**src/rtl/arb_pkg.sv**
```systemverilog
// Shared sizing helpers and types for the single-master, multi-slave split-bus arbiter.
package arb_pkg;

    function automatic int clog2_sel(input int n);
        int w;
        w = 1;
        for (int i = 1; i < 5; i++) begin
            if ((32'sd1 <<< i) < n) begin
                w = i + 1;
            end
        end
        return w;
    endfunction

    localparam int NSLAVES_DEF   = 4;
    localparam int MAX_OUTST_DEF = 4;
    localparam int SEL_W         = clog2_sel(NSLAVES_DEF);
    localparam int OUTST_W       = clog2_sel(MAX_OUTST_DEF) + 1;

    typedef logic [SEL_W-1:0] slv_idx_t;

endpackage

```
**src/rtl/arb_idx_fifo.sv**
```systemverilog
// In-order tracking FIFO of slave indices for outstanding reads; keeps a copy of the newest entry.
module arb_idx_fifo
    import arb_pkg::*;
#(
    parameter int W     = 2,
    parameter int DEPTH = 4,
    parameter int PW    = 2
) (
    input  logic          clk_i,
    input  logic          rst_i,
    input  logic          push_i,
    input  logic          pop_i,
    input  logic [W-1:0]  din_i,
    output logic [W-1:0]  head_o,
    output logic [W-1:0]  tail_o,
    output logic [PW:0]   cnt_o,
    output logic          full_o,
    output logic          empty_o
);

    logic [W-1:0]  mem_r [DEPTH];
    logic [PW-1:0] wr_ptr_r;
    logic [PW-1:0] rd_ptr_r;
    logic [PW:0]   cnt_r;
    logic [W-1:0]  tail_r;
    logic          do_push_s;
    logic          do_pop_s;

    function automatic logic [PW-1:0] ptr_inc(input logic [PW-1:0] p);
        if (p == PW'(DEPTH - 1)) begin
            return '0;
        end else begin
            return p + PW'(1);
        end
    endfunction

    assign full_o    = (cnt_r == (PW+1)'(DEPTH));
    assign empty_o   = (cnt_r == '0);
    assign do_push_s = push_i & ~full_o;
    assign do_pop_s  = pop_i & ~empty_o;
    assign head_o    = mem_r[rd_ptr_r];
    assign tail_o    = tail_r;
    assign cnt_o     = cnt_r;

    // Pointer, count and storage update.
    always_ff @(posedge clk_i) begin
        if (!rst_i) begin
            wr_ptr_r <= '0;
            rd_ptr_r <= '0;
            cnt_r    <= '0;
            tail_r   <= '0;
        end else begin
            if (do_push_s) begin
                mem_r[wr_ptr_r] <= din_i;
                wr_ptr_r        <= ptr_inc(wr_ptr_r);
                tail_r          <= din_i;
            end
            if (do_pop_s) begin
                rd_ptr_r <= ptr_inc(rd_ptr_r);
            end
            case ({do_push_s, do_pop_s})
                2'b10:   cnt_r <= cnt_r + (PW+1)'(1);
                2'b01:   cnt_r <= cnt_r - (PW+1)'(1);
                default: cnt_r <= cnt_r;
            endcase
        end
    end

endmodule

```
**src/rtl/arb_1mns.sv**
```systemverilog
// One master to NSLAVES slaves with in-order pipelined reads.
// Optional stray-response counter port err_cnt_o enabled by ARB_1MNS_ERRCNT_EN.
module arb_1mns
    import arb_pkg::*;
#(
    parameter int NSLAVES   = 4,
    parameter int SEL_MSB   = 31,
    parameter int MAX_OUTST = 4
) (
    input  logic                  clk_i,
    input  logic                  rst_i,
    input  logic                  m_req_i,
    input  logic                  m_we_i,
    input  logic [31:0]           m_addr_i,
    input  logic [3:0]            m_be_i,
    input  logic [31:0]           m_wdata_i,
    output logic                  m_ack_o,
    output logic                  m_resp_o,
    output logic [31:0]           m_rdata_o,
    output logic [NSLAVES-1:0]    s_req_o,
    output logic [NSLAVES-1:0]    s_we_o,
    output logic [32*NSLAVES-1:0] s_addr_o,
    output logic [4*NSLAVES-1:0]  s_be_o,
    output logic [32*NSLAVES-1:0] s_wdata_o,
    input  logic [NSLAVES-1:0]    s_ack_i,
    input  logic [NSLAVES-1:0]    s_resp_i,
    input  logic [32*NSLAVES-1:0] s_rdata_i
`ifdef ARB_1MNS_ERRCNT_EN
    ,
    output logic [15:0]           err_cnt_o
`endif
);

    localparam int SW = clog2_sel(NSLAVES);
    localparam int PW = clog2_sel(MAX_OUTST);

    logic [SW-1:0] sel_s;
    logic [SW-1:0] head_s;
    logic [SW-1:0] tail_s;
    logic [PW:0]   cnt_s;
    logic          full_s;
    logic          empty_s;
    logic          fwd_s;
    logic          push_s;
    logic          pop_s;

    assign sel_s  = m_addr_i[SEL_MSB -: SW];
    assign push_s = m_req_i & ~m_we_i & m_ack_o;
    assign pop_s  = m_resp_o;

    // A request may only join the slave already holding outstanding reads.
    always_comb begin
        fwd_s = 1'b0;
        if (m_req_i && !full_s && (empty_s || (sel_s == tail_s))) begin
            fwd_s = 1'b1;
        end else begin
            fwd_s = 1'b0;
        end
    end

    // Request routing to the selected slave.
    always_comb begin
        s_req_o   = '0;
        s_we_o    = '0;
        s_addr_o  = '0;
        s_be_o    = '0;
        s_wdata_o = '0;
        m_ack_o   = 1'b0;
        if (fwd_s) begin
            s_req_o[sel_s]                  = 1'b1;
            s_we_o[sel_s]                   = m_we_i;
            s_addr_o[32*int'(sel_s) +: 32]  = m_addr_i;
            s_be_o[4*int'(sel_s) +: 4]      = m_be_i;
            s_wdata_o[32*int'(sel_s) +: 32] = m_wdata_i;
            m_ack_o                         = s_ack_i[sel_s];
        end else begin
            m_ack_o = 1'b0;
        end
    end

    // Only the oldest outstanding slave's response reaches the master.
    always_comb begin
        m_resp_o  = 1'b0;
        m_rdata_o = 32'h0;
        if (cnt_s != '0) begin
            m_resp_o  = s_resp_i[head_s];
            m_rdata_o = s_rdata_i[32*int'(head_s) +: 32];
        end else begin
            m_resp_o  = 1'b0;
            m_rdata_o = 32'h0;
        end
    end

    arb_idx_fifo #(
        .W     (SW),
        .DEPTH (MAX_OUTST),
        .PW    (PW)
    ) u_idx_fifo (
        .clk_i   (clk_i),
        .rst_i   (rst_i),
        .push_i  (push_s),
        .pop_i   (pop_s),
        .din_i   (sel_s),
        .head_o  (head_s),
        .tail_o  (tail_s),
        .cnt_o   (cnt_s),
        .full_o  (full_s),
        .empty_o (empty_s)
    );

`ifdef ARB_1MNS_ERRCNT_EN
    localparam logic [NSLAVES-1:0] ONE_HOT0 = {{(NSLAVES-1){1'b0}}, 1'b1};

    logic        stray_s;
    logic [15:0] err_cnt_r;

    // Any response not coming from the current head is stray.
    always_comb begin
        stray_s = 1'b0;
        if (empty_s) begin
            stray_s = |s_resp_i;
        end else begin
            stray_s = |(s_resp_i & ~(ONE_HOT0 << head_s));
        end
    end

    // Saturating stray-response counter.
    always_ff @(posedge clk_i) begin
        if (!rst_i) begin
            err_cnt_r <= 16'h0000;
        end else if (stray_s && (err_cnt_r != 16'hFFFF)) begin
            err_cnt_r <= err_cnt_r + 16'h0001;
        end else begin
            err_cnt_r <= err_cnt_r;
        end
    end

    assign err_cnt_o = err_cnt_r;
`endif

endmodule

```
**config.mk**
```make
export PLATFORM = sky130hd
export DESIGN_NAME = arb_1mns
export DESIGN_NICKNAME = d
export VERILOG_FILES = /design/src/rtl/arb_pkg.sv /design/src/rtl/arb_idx_fifo.sv /design/src/rtl/arb_1mns.sv
export SDC_FILE = /design/constraint.sdc
export NUM_CORES = 1
export LEC_CHECK = 0
export CAP_MARGIN = 5
export CORE_AREA = 2 2 203 205
export DETAILED_ROUTE_END_ITERATION = 8
export DIE_AREA = 0 0 205 207
export PLACE_DENSITY = 0.44
export SYNTH_ARGS = -nofsm -noshare
export SYNTH_HDL_FRONTEND = slang
export SYNTH_SLANG_ARGS = --single-unit
```
**constraint.sdc**
```tcl
create_clock -name clk_i -period 7 [get_ports clk_i]
set_input_delay 0.7 -clock clk_i [delete_from_list [all_inputs] [get_ports clk_i]]
set_output_delay 0.7 -clock clk_i [all_outputs]
set_load 0.005 [all_outputs]
```
# Word level (Yosys, flattened, before mapping)
# Memory sizes are Yosys's and may differ from the RTL's. A register that Yosys moved wholly into a read port is not among the register bits.
# Index checks and enable logic that the tools add are counted.
# classes
shifts,6
addsub,6
n_bitwise,11
muxes,23
order_cmp,3
reduce_logical,8
eq_ne,6
# op_table
operator,count
$and 128x128->128,2
$mux 128,2
$shiftx 32x33->128,2
$shift 32x33->128 const A,1
$shiftx 128x8->32,1
$neg 4->33,1
$neg 7->33,1
$shift 4x33->16 const A,1
$shiftx 4x33->16,1
$mux 32,1
$and 16x16->16,1
$mux 16,1
$mux 1,9
$mux 2,4
$mux 4,2
$eq 2x2->1 const B,3
$lt 2x3->1 const B,2
$pmux 3 s2,1
$add 2x1->2 const B,2
$and 1x1->1,4
$and 4x4->4,1
$bmux 1 s2,2
$add 3x1->3 const B,1
$eq 3x3->1 const B,1
other kinds (12),16
# word_totals
out_inout_bits,314
register_bits,9
word_cells,68
ramBits,8
in_bits,208
mem_count,1
# memory_table
memory,depth,word_bits,read_ports,rd_clocked_by_memory_dff,wr,line,source
u_idx_fifo.mem_r,4,2,1,1,1,arb_idx_fifo.sv:21,logic [W-1:0] mem_r [DEPTH];

# Logic depth before layout (Yosys ltp)
# Gate-level depths: netlist of run 1.
# logic_depth
ltp_word,11
ltp_mapped,12
ltp_nobuf,10

# Cells and area by module
# Synthesis of run 1 repeated with hierarchy kept, for this count alone.
# hier_totals
hier_cells,838
hier_area_um2,5330.1
# modules_own_cells
module,n_inst,seq_area_each_um2,area_each_um2,cells_per_inst
arb_1mns,1,0.0,4459.3,763
arb_idx_fifo,1,460.4,870.8,75

# Worst setup path before layout of run 1
# No wires, ideal clock.
# synth_timing
path_type,reg2reg
startpoint,reg with a tool-made name
endpoint,"reg u_idx_fifo.cnt_r[2], in the netlist u_idx_fifo.cnt_o[2]"
setup_time_ns,0.076
path_stages_with_launch,12
path_buffers,2
required_ns,6.924
period_less_slack_ns,2.893
arrival_ns,2.817
slack_ns,4.107
cell_sequence,dfxtp_1 -> mux4_2 -> buf_6 -> buf_8 -> or2_0 -> o22ai_2 -> ha_1 -> inv_1 -> fa_1 -> xor2_1 -> or3_1 -> a21boi_0
# synth_lines
item,line,source
"end signal, assigned",arb_idx_fifo.sv:62,2'b10: cnt_r <= cnt_r + (PW+1)'(1);
"end signal, assigned",arb_idx_fifo.sv:63,2'b01: cnt_r <= cnt_r - (PW+1)'(1);
"end signal, assigned",arb_idx_fifo.sv:64,default: cnt_r <= cnt_r;
"end, declared",arb_idx_fifo.sv:24,logic [PW:0] cnt_r;

# Worst setup path after layout of run 1
# layout_timing
startpoint,in m_addr_i[30]
endpoint,out s_wdata_o[6]
# layout_via
elab_chain_len,5
elab_cells_between_ends,9
classes_between,add/sub (1); eq/ne (1); shift (2); mux (2); bitwise (1); reduce/logical (2)
# layout_lines
item,line,source
"start, declared",arb_1mns.sv:14,"input logic [31:0] m_addr_i,"
branches (longest 4 deep; another with $neg 7->33),n/a,
$mux 128 *,arb_1mns.sv:69,if (fwd_s) begin
"end, declared",arb_1mns.sv:24,"output logic [32*NSLAVES-1:0] s_wdata_o,"
# Mark *: on every way between the ends.

==> results of run 1 <==
==> kinds of logic after synthesis <==
logic type | Yosys count | synth area share [%]
AO/OA/AOI/OAI | 5 | 1.12
XOR/XNOR | 4 | 0.828
adder cells (fa/ha/maj) | 12 | 3.72
buffers and inverters | 57 | 11.0
flip-flops | 19 | 10.9
multiplexers | 43 | 20.6
other | 1 | 0.0886
AND/OR/NAND/NOR | 345 | 51.8
==> stage by stage <==
stage | util [%] | area [µm²]
floorplan | - | 4240
global placement | 24.1 | 9740
detailed placement | 24.1 | 9740
CTS | 24.3 | 9820
global route | 24.3 | 9820
finish | 24.3 | 9820
==> routing by layer <==
| layer | up-vias | share of wire (%) | routed length, µm |
|---|---|---|---|
| met2 | 282 | 53 | 13200 |
| met1 | 2390 | 38 | 9270 |
| met4 | 2 | 0.36 | 88 |
| met3 | 8 | 8.6 | 2120 |
| met5 | - | 0.036 | 9 |
| li1 | 2541 | - | - |
==> cell type report <==
class	count	area, µm²	area share [%]
flip-flops and latches	19	460	4.69
well taps	532	666	6.78
repair buffers	529	5270	53.7
inverters	8	30.0	0.306
clock buffers	3	75.1	0.765
multi-input cells	411	3310	33.7
clock inverters	1	5.00	0.0510
==> layout by cell type (no fill, tap or decap), drive strengths merged <==
cell	instances
dfxtp	11
o21ai	2
a21boi	1
fa	1
clkinv	1
clkbuf	3
xor2	3
mux2i	8
or2	1
edfxtp	8
or3	2
or3b	1
nor3	1
mux4	35
nand3b	1
and2	304
buf	10
xnor2	1
o22ai	1
inv	8
nor4b	4
clkdlybuf4s50	519
nor2b	2
and4	1
and4bb	1
and3	8
conb	2
nand2	16
nor2	3
o31a	1
ha	11
==> critical path: cells and delay by family <==
| family | cells | cell delay [ns] |
|---|---|---|
| buffers and inverters | 4 | 2.33 |
| and+or+nand+nor | 3 | 0.65 |
| adders and majority gates | 1 | 0.39 |
==> path summary, 6_finish.rpt <==
path / start / to / cells past startpoint
min reg2reg: u_idx_fifo.tail_o[1] / u_idx_fifo.tail_o[1] / 2
max: m_addr_i[30] / s_wdata_o[6] / 8
min: u_idx_fifo.tail_o[1] / u_idx_fifo.tail_o[1] / 2
max reg2reg: flip-flop / u_idx_fifo.cnt_o[2] / 10
==> where the power goes <==
part / total, mW / switching [mW] / leakage (nW) / internal, mW
Sequential: 0.139 / 0.0112 / 0.161 / 0.128
Combinational: 0.763 / 0.296 / 3.35 / 0.467
Clock: 0.118 / 0.0415 / 0.0409 / 0.0766
Total: 1.02 / 0.349 / 3.55 / 0.672
==> summary.md, run 1 <==
| Metric | Value |
|---|---|
| GR Util met3 | `2.49%` |
| Worst EP arrival | `4.13 ns` |
| Drt total wl | `24700 µm` |
| GRT Total Usage | `10.9%` |
| Vias | `5223` |
| RD Place Congestion | `0.769` |
| CP max stage cell | `clkdlybuf4s50_1` |
| CP Cell Sequence | `clkdlybuf4s50_1 -> inv_1 -> ha_1 -> nand3b_1 -> nor4b_4 -> buf_4 -> and2_1 -> clkdlybuf4s50_1` |
| Peak Freq | `207 MHz` |
| Cts repair resizes | `0` |
| Number of DRC markers in iteration 0 | `156` |
| Syn Area/Cell | `8.71 µm²` |
| EDFF count, synth | `8` |
| Post-route non-filler standard cell count | `1503` |
| Slew Limit Fails | `0` |
| Final antenna-violating net count | `0` |
| Top cells by count, synth | `304 x and2_1, 34 x mux4_2, 18 x buf_6` |
| Seq/Total Area, Yosys | `10.9%` |
| Vias per std cell | `3.48` |
| Rel. slew slack | `53.7%` |
| Die extent in y | `207 µm` |
| CP endpoint kind | `primary output` |
| Hold WS | `0.474 ns` |
| Global-route wire length before repair | `35900 µm` |
| Critical path class | `in -> out` |
| Post-synth top area share | `44.9%` |
| Unrepaired setup endpoints after global routing | `no` |
| Wirelength per Cell | `16.4 µm` |
| Data required, critical path | `6.30 ns` |
| Clock Skew | `0.00501 ns` |
| Final Net Count | `1192` |
| Post-synth cell types | `35` |
| Initial antenna violation count | `1` |
| Fin. Hold Viols | `0` |
| Largest net degree at the start of global routing | `67` |
| CTS tree | `yes` |
| # Post-CTS Setup Buffers | `0` |
| Largest stage delay on the critical path | `0.89 ns` |
| CTS HTree Levels | `1` |
| Core ar. | `40400 µm²` |
| Pwr Density | `104 nW/µm²` |
| Hold crit path type | `reg -> reg` |
| Worst vdd ir | `0.0846 mV` |
| Layout cells sized above 1 | `5.77%` |
| Tmin final | `4.83 ns` |
| Fin crit share | `69.0%` |
| CTS Buf Count | `3` |
| Fillers | `4426` |
| Final TNS setup | `0 ns` |
| Vias in the first global route | `5661` |
| Clock-pin slew on the worst setup and hold paths | `0.06 ns` |
| Dpl cells | `1499` |
| CTS sink cnt | `19` |
| Yosys warnings | `0` |
| DRC | `0` |
| # rows | `74` |
| Top-count cell post-synth | `and2_1` |
| Syn Inst Count | `486` |
| Cell taking the most area after synthesis | `and2_1` |
| Die area | `42400 µm²` |
| Main synth FF type | `dfxtp_1` |
| Synth Register Bits | `19` |
| Hold Buf Count CTS | `0` |
| R2R setup slack | `3.88 ns` |
| CTS max path bufs | `2` |
| DR pass1 iterations | `4` |
| Post-synthesis instance area | `4230 µm²` |
| Met2 Resource Use GR | `22.1%` |
| Area delta synth->final | `132%` |
| Ys async rst share | `0%` |
| Tot Pwr | `1.02 mW` |
| Grt peak-use layer | `met2` |
| Clock root cell | `clkbuf_16` |
| Worst skew pair latency | `0.25 ns` |
| Io pins | `522` |
| P_leak | `3.55 nW` |
| Die width | `205 µm` |
| Status | `completed` |
| HPWL Detailed | `20600 µm` |
| Met1 usage | `11.7%` |
| Critical Path Fanout Max | `66` |
| Port bufs | `519` |
| Max cap viols | `0` |
| Grt total ovfl | `0` |
| Setup-failing EPs final | `0` |
| Area contributors post-synth | `and2_1 45%, mux4_2 18%, edfxtp_1 5.7%, dfxtp_1 5.2%, buf_6 4.8%` |
| Slew @ Worst Pin | `0.693 ns` |
| Ant diodes | `0` |
| Nature of the critical path startpoint | `primary input` |
| Dpl ws | `2.05 ns` |
| Final worst slack | `2.17 ns` |
| Worst path most repeated cell | `clkdlybuf4s50_1` |
| Initial Util | `10.5%` |
Power figures use the tool's default switching activity.
==> run 2: changes to the inputs <==
- CORE_AREA: 2 2 203 205 -> 2 2 204 206
- DIE_AREA: 0 0 205 207 -> 0 0 206 208
- clock period: 7 -> 4.45 ns (I/O delays scaled with it)
==> summary.md, run 2 (synthesis results as in run 1) <==
| Metric | Value |
|---|---|
| Final TNS setup | `0 ns (unchanged)` |
| Reg2reg path depth | `9 (was 10)` |
| Die area | `42800 µm² (was 42400 µm²)` |
| Clock-pin slew on the worst setup and hold paths | `0.05 ns (was 0.06 ns)` |
| Storage element area | `460 µm² (unchanged)` |
| Port bufs | `519 (unchanged)` |
| Pwr Density | `162 nW/µm² (was 104 nW/µm²)` |
| CP max stage cell | `clkdlybuf4s50_1 (unchanged)` |
| Met2 wire len | `13100 µm (was 13200 µm)` |
| Clock Skew | `0.00165 ns (was 0.00501 ns)` |
| Max cap viols | `0 (unchanged)` |
| CP endpoint kind | `primary output (unchanged)` |
| Clock root cell | `clkbuf_16 (unchanged)` |
| Critical path class | `in -> out (unchanged)` |
| Hold_sp | `u_idx_fifo.tail_o[1] (unchanged)` |
| Worst Path Buf+Inv | `4 (unchanged)` |
| Slew @ Worst Pin | `0.869 ns (was 0.693 ns)` |
| Setup-failing EPs final | `0 (unchanged)` |
| Die width | `206 µm (was 205 µm)` |
| Status | `completed (unchanged)` |
| Rel. slew slack | `42.1% (was 53.7%)` |
| Fin crit share | `82.5%` |
| R2R setup slack | `1.11 ns (was 3.88 ns)` |
| Fin area | `9860 µm² (was 9820 µm²)` |
| CP top delay family | `buffers and inverters (unchanged)` |
| Cts repair resizes | `0 (unchanged)` |
| Worst path most repeated cell | `clkdlybuf4s50_1 (unchanged)` |
| Hold crit path type | `reg -> reg (unchanged)` |
| HPWL Detailed | `20200 µm (was 20600 µm)` |
| Nature of the critical path startpoint | `primary input (unchanged)` |
| Data required, critical path | `4.01 ns (was 6.30 ns)` |
| Final Net Count | `1191 (was 1192)` |
| Commonest cells after routing, fill and taps aside | `519 x clkdlybuf4s50_1, 304 x and2_1, 34 x mux4_2 (unchanged)` |
| CTS tree | `yes (unchanged)` |
| Met3 WL post-DR | `2150 µm (was 2120 µm)` |
| Placed Area | `9780 µm² (was 9740 µm²)` |
| Top sig layer | `met4 (was met5)` |
| Worst vdd ir | `0.141 mV (was 0.0846 mV)` |
| Critical Path Fanout Max | `66 (unchanged)` |
| Final antenna-violating net count | `0 (unchanged)` |
| Worst skew pair latency | `0.24 ns (was 0.25 ns)` |
| CTS Buf Count | `3 (unchanged)` |
| Slew Limit Fails | `0 (unchanged)` |
| Peak Freq | `272 MHz` |
| Multi-input logic area | `3310 µm² (unchanged)` |
| Initial Util | `10.4% (was 10.5%)` |
| Fillers | `4440 (was 4426)` |
| Worst EP arrival | `3.22 ns (was 4.13 ns)` |
| CP Cell Sequence | `clkdlybuf4s50_1 -> inv_1 -> ha_1 -> nor2b_1 -> nand2_1 -> nor4b_4 -> buf_12 -> and2_1 -> clkdlybuf4s50_1 (was clkdlybuf4s50_1 -> inv_1 -> ha_1 -> nand3b_1 -> nor4b_4 -> buf_4 -> and2_1 -> clkdlybuf4s50_1)` |
| CTS sink cnt | `19 (unchanged)` |
| Area delta synth->final | `133% (was 132%)` |
| CTS max path bufs | `2 (unchanged)` |
| # rows | `74 (unchanged)` |
| Vias in the first global route | `5482 (was 5661)` |
| Tmin final | `3.67 ns` |
| Initial antenna violation count | `2 (was 1)` |
| Hold Buf Count CTS | `0 (unchanged)` |
| Core ar. | `40600 µm² (was 40400 µm²)` |
| Vias per std cell | `3.50 (was 3.48)` |
| Fin. Hold Viols | `0 (unchanged)` |
| # Post-CTS Setup Buffers | `0 (unchanged)` |
| Largest stage delay on the critical path | `0.59 ns (was 0.89 ns)` |
| Wirelength per Cell | `16.1 µm (was 16.4 µm)` |
| Number of DRC markers in iteration 0 | `107 (was 156)` |
| Global-route wire length before repair | `34300 µm (was 35900 µm)` |
| Vias | `5261 (was 5223)` |
| Hold WS | `0.477 ns (was 0.474 ns)` |
| Layout cells sized above 1 | `5.57% (was 5.77%)` |
| RD Place Congestion | `0.764 (was 0.769)` |
| GRT Total Usage | `10.4% (was 10.9%)` |
| P_leak | `3.56 nW (was 3.55 nW)` |
| CTS HTree Levels | `1 (unchanged)` |
| Io pins | `522 (unchanged)` |
| Grt total ovfl | `0 (unchanged)` |
| Drt total wl | `24200 µm (was 24700 µm)` |
| DRC | `0 (unchanged)` |
| Largest net degree at the start of global routing | `68 (was 67)` |
| FF-to-FF End | `u_idx_fifo.cnt_o[2] (unchanged)` |
| Hold depth | `2 (unchanged)` |
| Commonest non-fill, non-tap cell in the layout | `clkdlybuf4s50_1 (unchanged)` |
| Post-Route M1 WL | `8740 µm (was 9270 µm)` |
| Die extent in y | `208 µm (was 207 µm)` |
| DR pass1 iterations | `5 (was 4)` |
| Crit. path cell count | `9 (was 8)` |
| Post-layout util | `24.3% (about the same)` |
| Hold path endpoint | `u_idx_fifo.tail_o[1] (unchanged)` |
| Unrepaired setup endpoints after global routing | `no (unchanged)` |
==> run 2: cell types whose count changed in the layout (fill, tap and decap cells not counted) <==
cell / previous run / this run
diode_2: 0 / 2
buf_12: 0 / 4
clkinv_2: 1 / 0
clkbuf_1: 0 / 1
buf_4: 10 / 5
==> run 2: final cells by class <==
type | count | area share, %
inverters | 8 | 0.304
well taps | 532 | 6.75
flip-flops and latches | 19 | 4.67
diodes | 2 | 0.0507
clock buffers | 4 | 0.799
repair buffers | 528 | 53.9
multi-input cells | 411 | 33.6
==> run 2: stage by stage <==
| step | cells | setup WS, ns | total power, mW |
|---|---|---|---|
| final | 1504 | 0.780 | 1.59 |
| after global routing | 1504 | 0.569 | 1.72 |
| after CTS | 1502 | 0.716 | 1.64 |
| after detailed placement | 1498 | 0.731 | 1.45 |
| after global placement | 1498 | 0.756 | 1.45 |
| after floorplan | 487 | 1.56 | 0.823 |
==> run 2: worst register-to-register path, cell delays in order, from the launching register on <==
cell	delay (ns)
dfxtp_1	0.36
mux4_2	0.88
or2_0	0.40
o22ai_2	0.33
ha_1	0.25
inv_1	0.06
fa_1	0.37
xor2_1	0.16
or3_1	0.30
a21boi_0	0.16
==> run 2: worst max-delay path by stage <==
stage,endpoint,slack [ns],startpoint
4_1_cts,s_addr_o[75],0.72,m_addr_i[30]
6_report,s_wdata_o[49],0.78,m_addr_i[30]
3_5_place_dp,s_addr_o[75],0.73,m_addr_i[30]
3_3_place_gp,s_addr_o[75],0.76,m_addr_i[30]
2_1_floorplan,u_idx_fifo.cnt_o[2],1.56,flip-flop
5_1_grt,s_wdata_o[33],0.57,m_addr_i[30]
==> run 2: power breakdown <==
group	switching (mW)	internal, mW
Combinational	0.458	0.737
Clock	0.0576	0.122
Sequential	0.0182	0.201
Total	0.534	1.06
==> run 2: per-layer routing <==
| metal | vias to the layer above | global-route usage (%) |
|---|---|---|
| met5 | - | 0 |
| li1 | 2539 | - |
| met2 | 275 | 20.7 |
| met3 | 6 | 2.80 |
| met1 | 2441 | 10.8 |
| met4 | 0 | 1.77 |
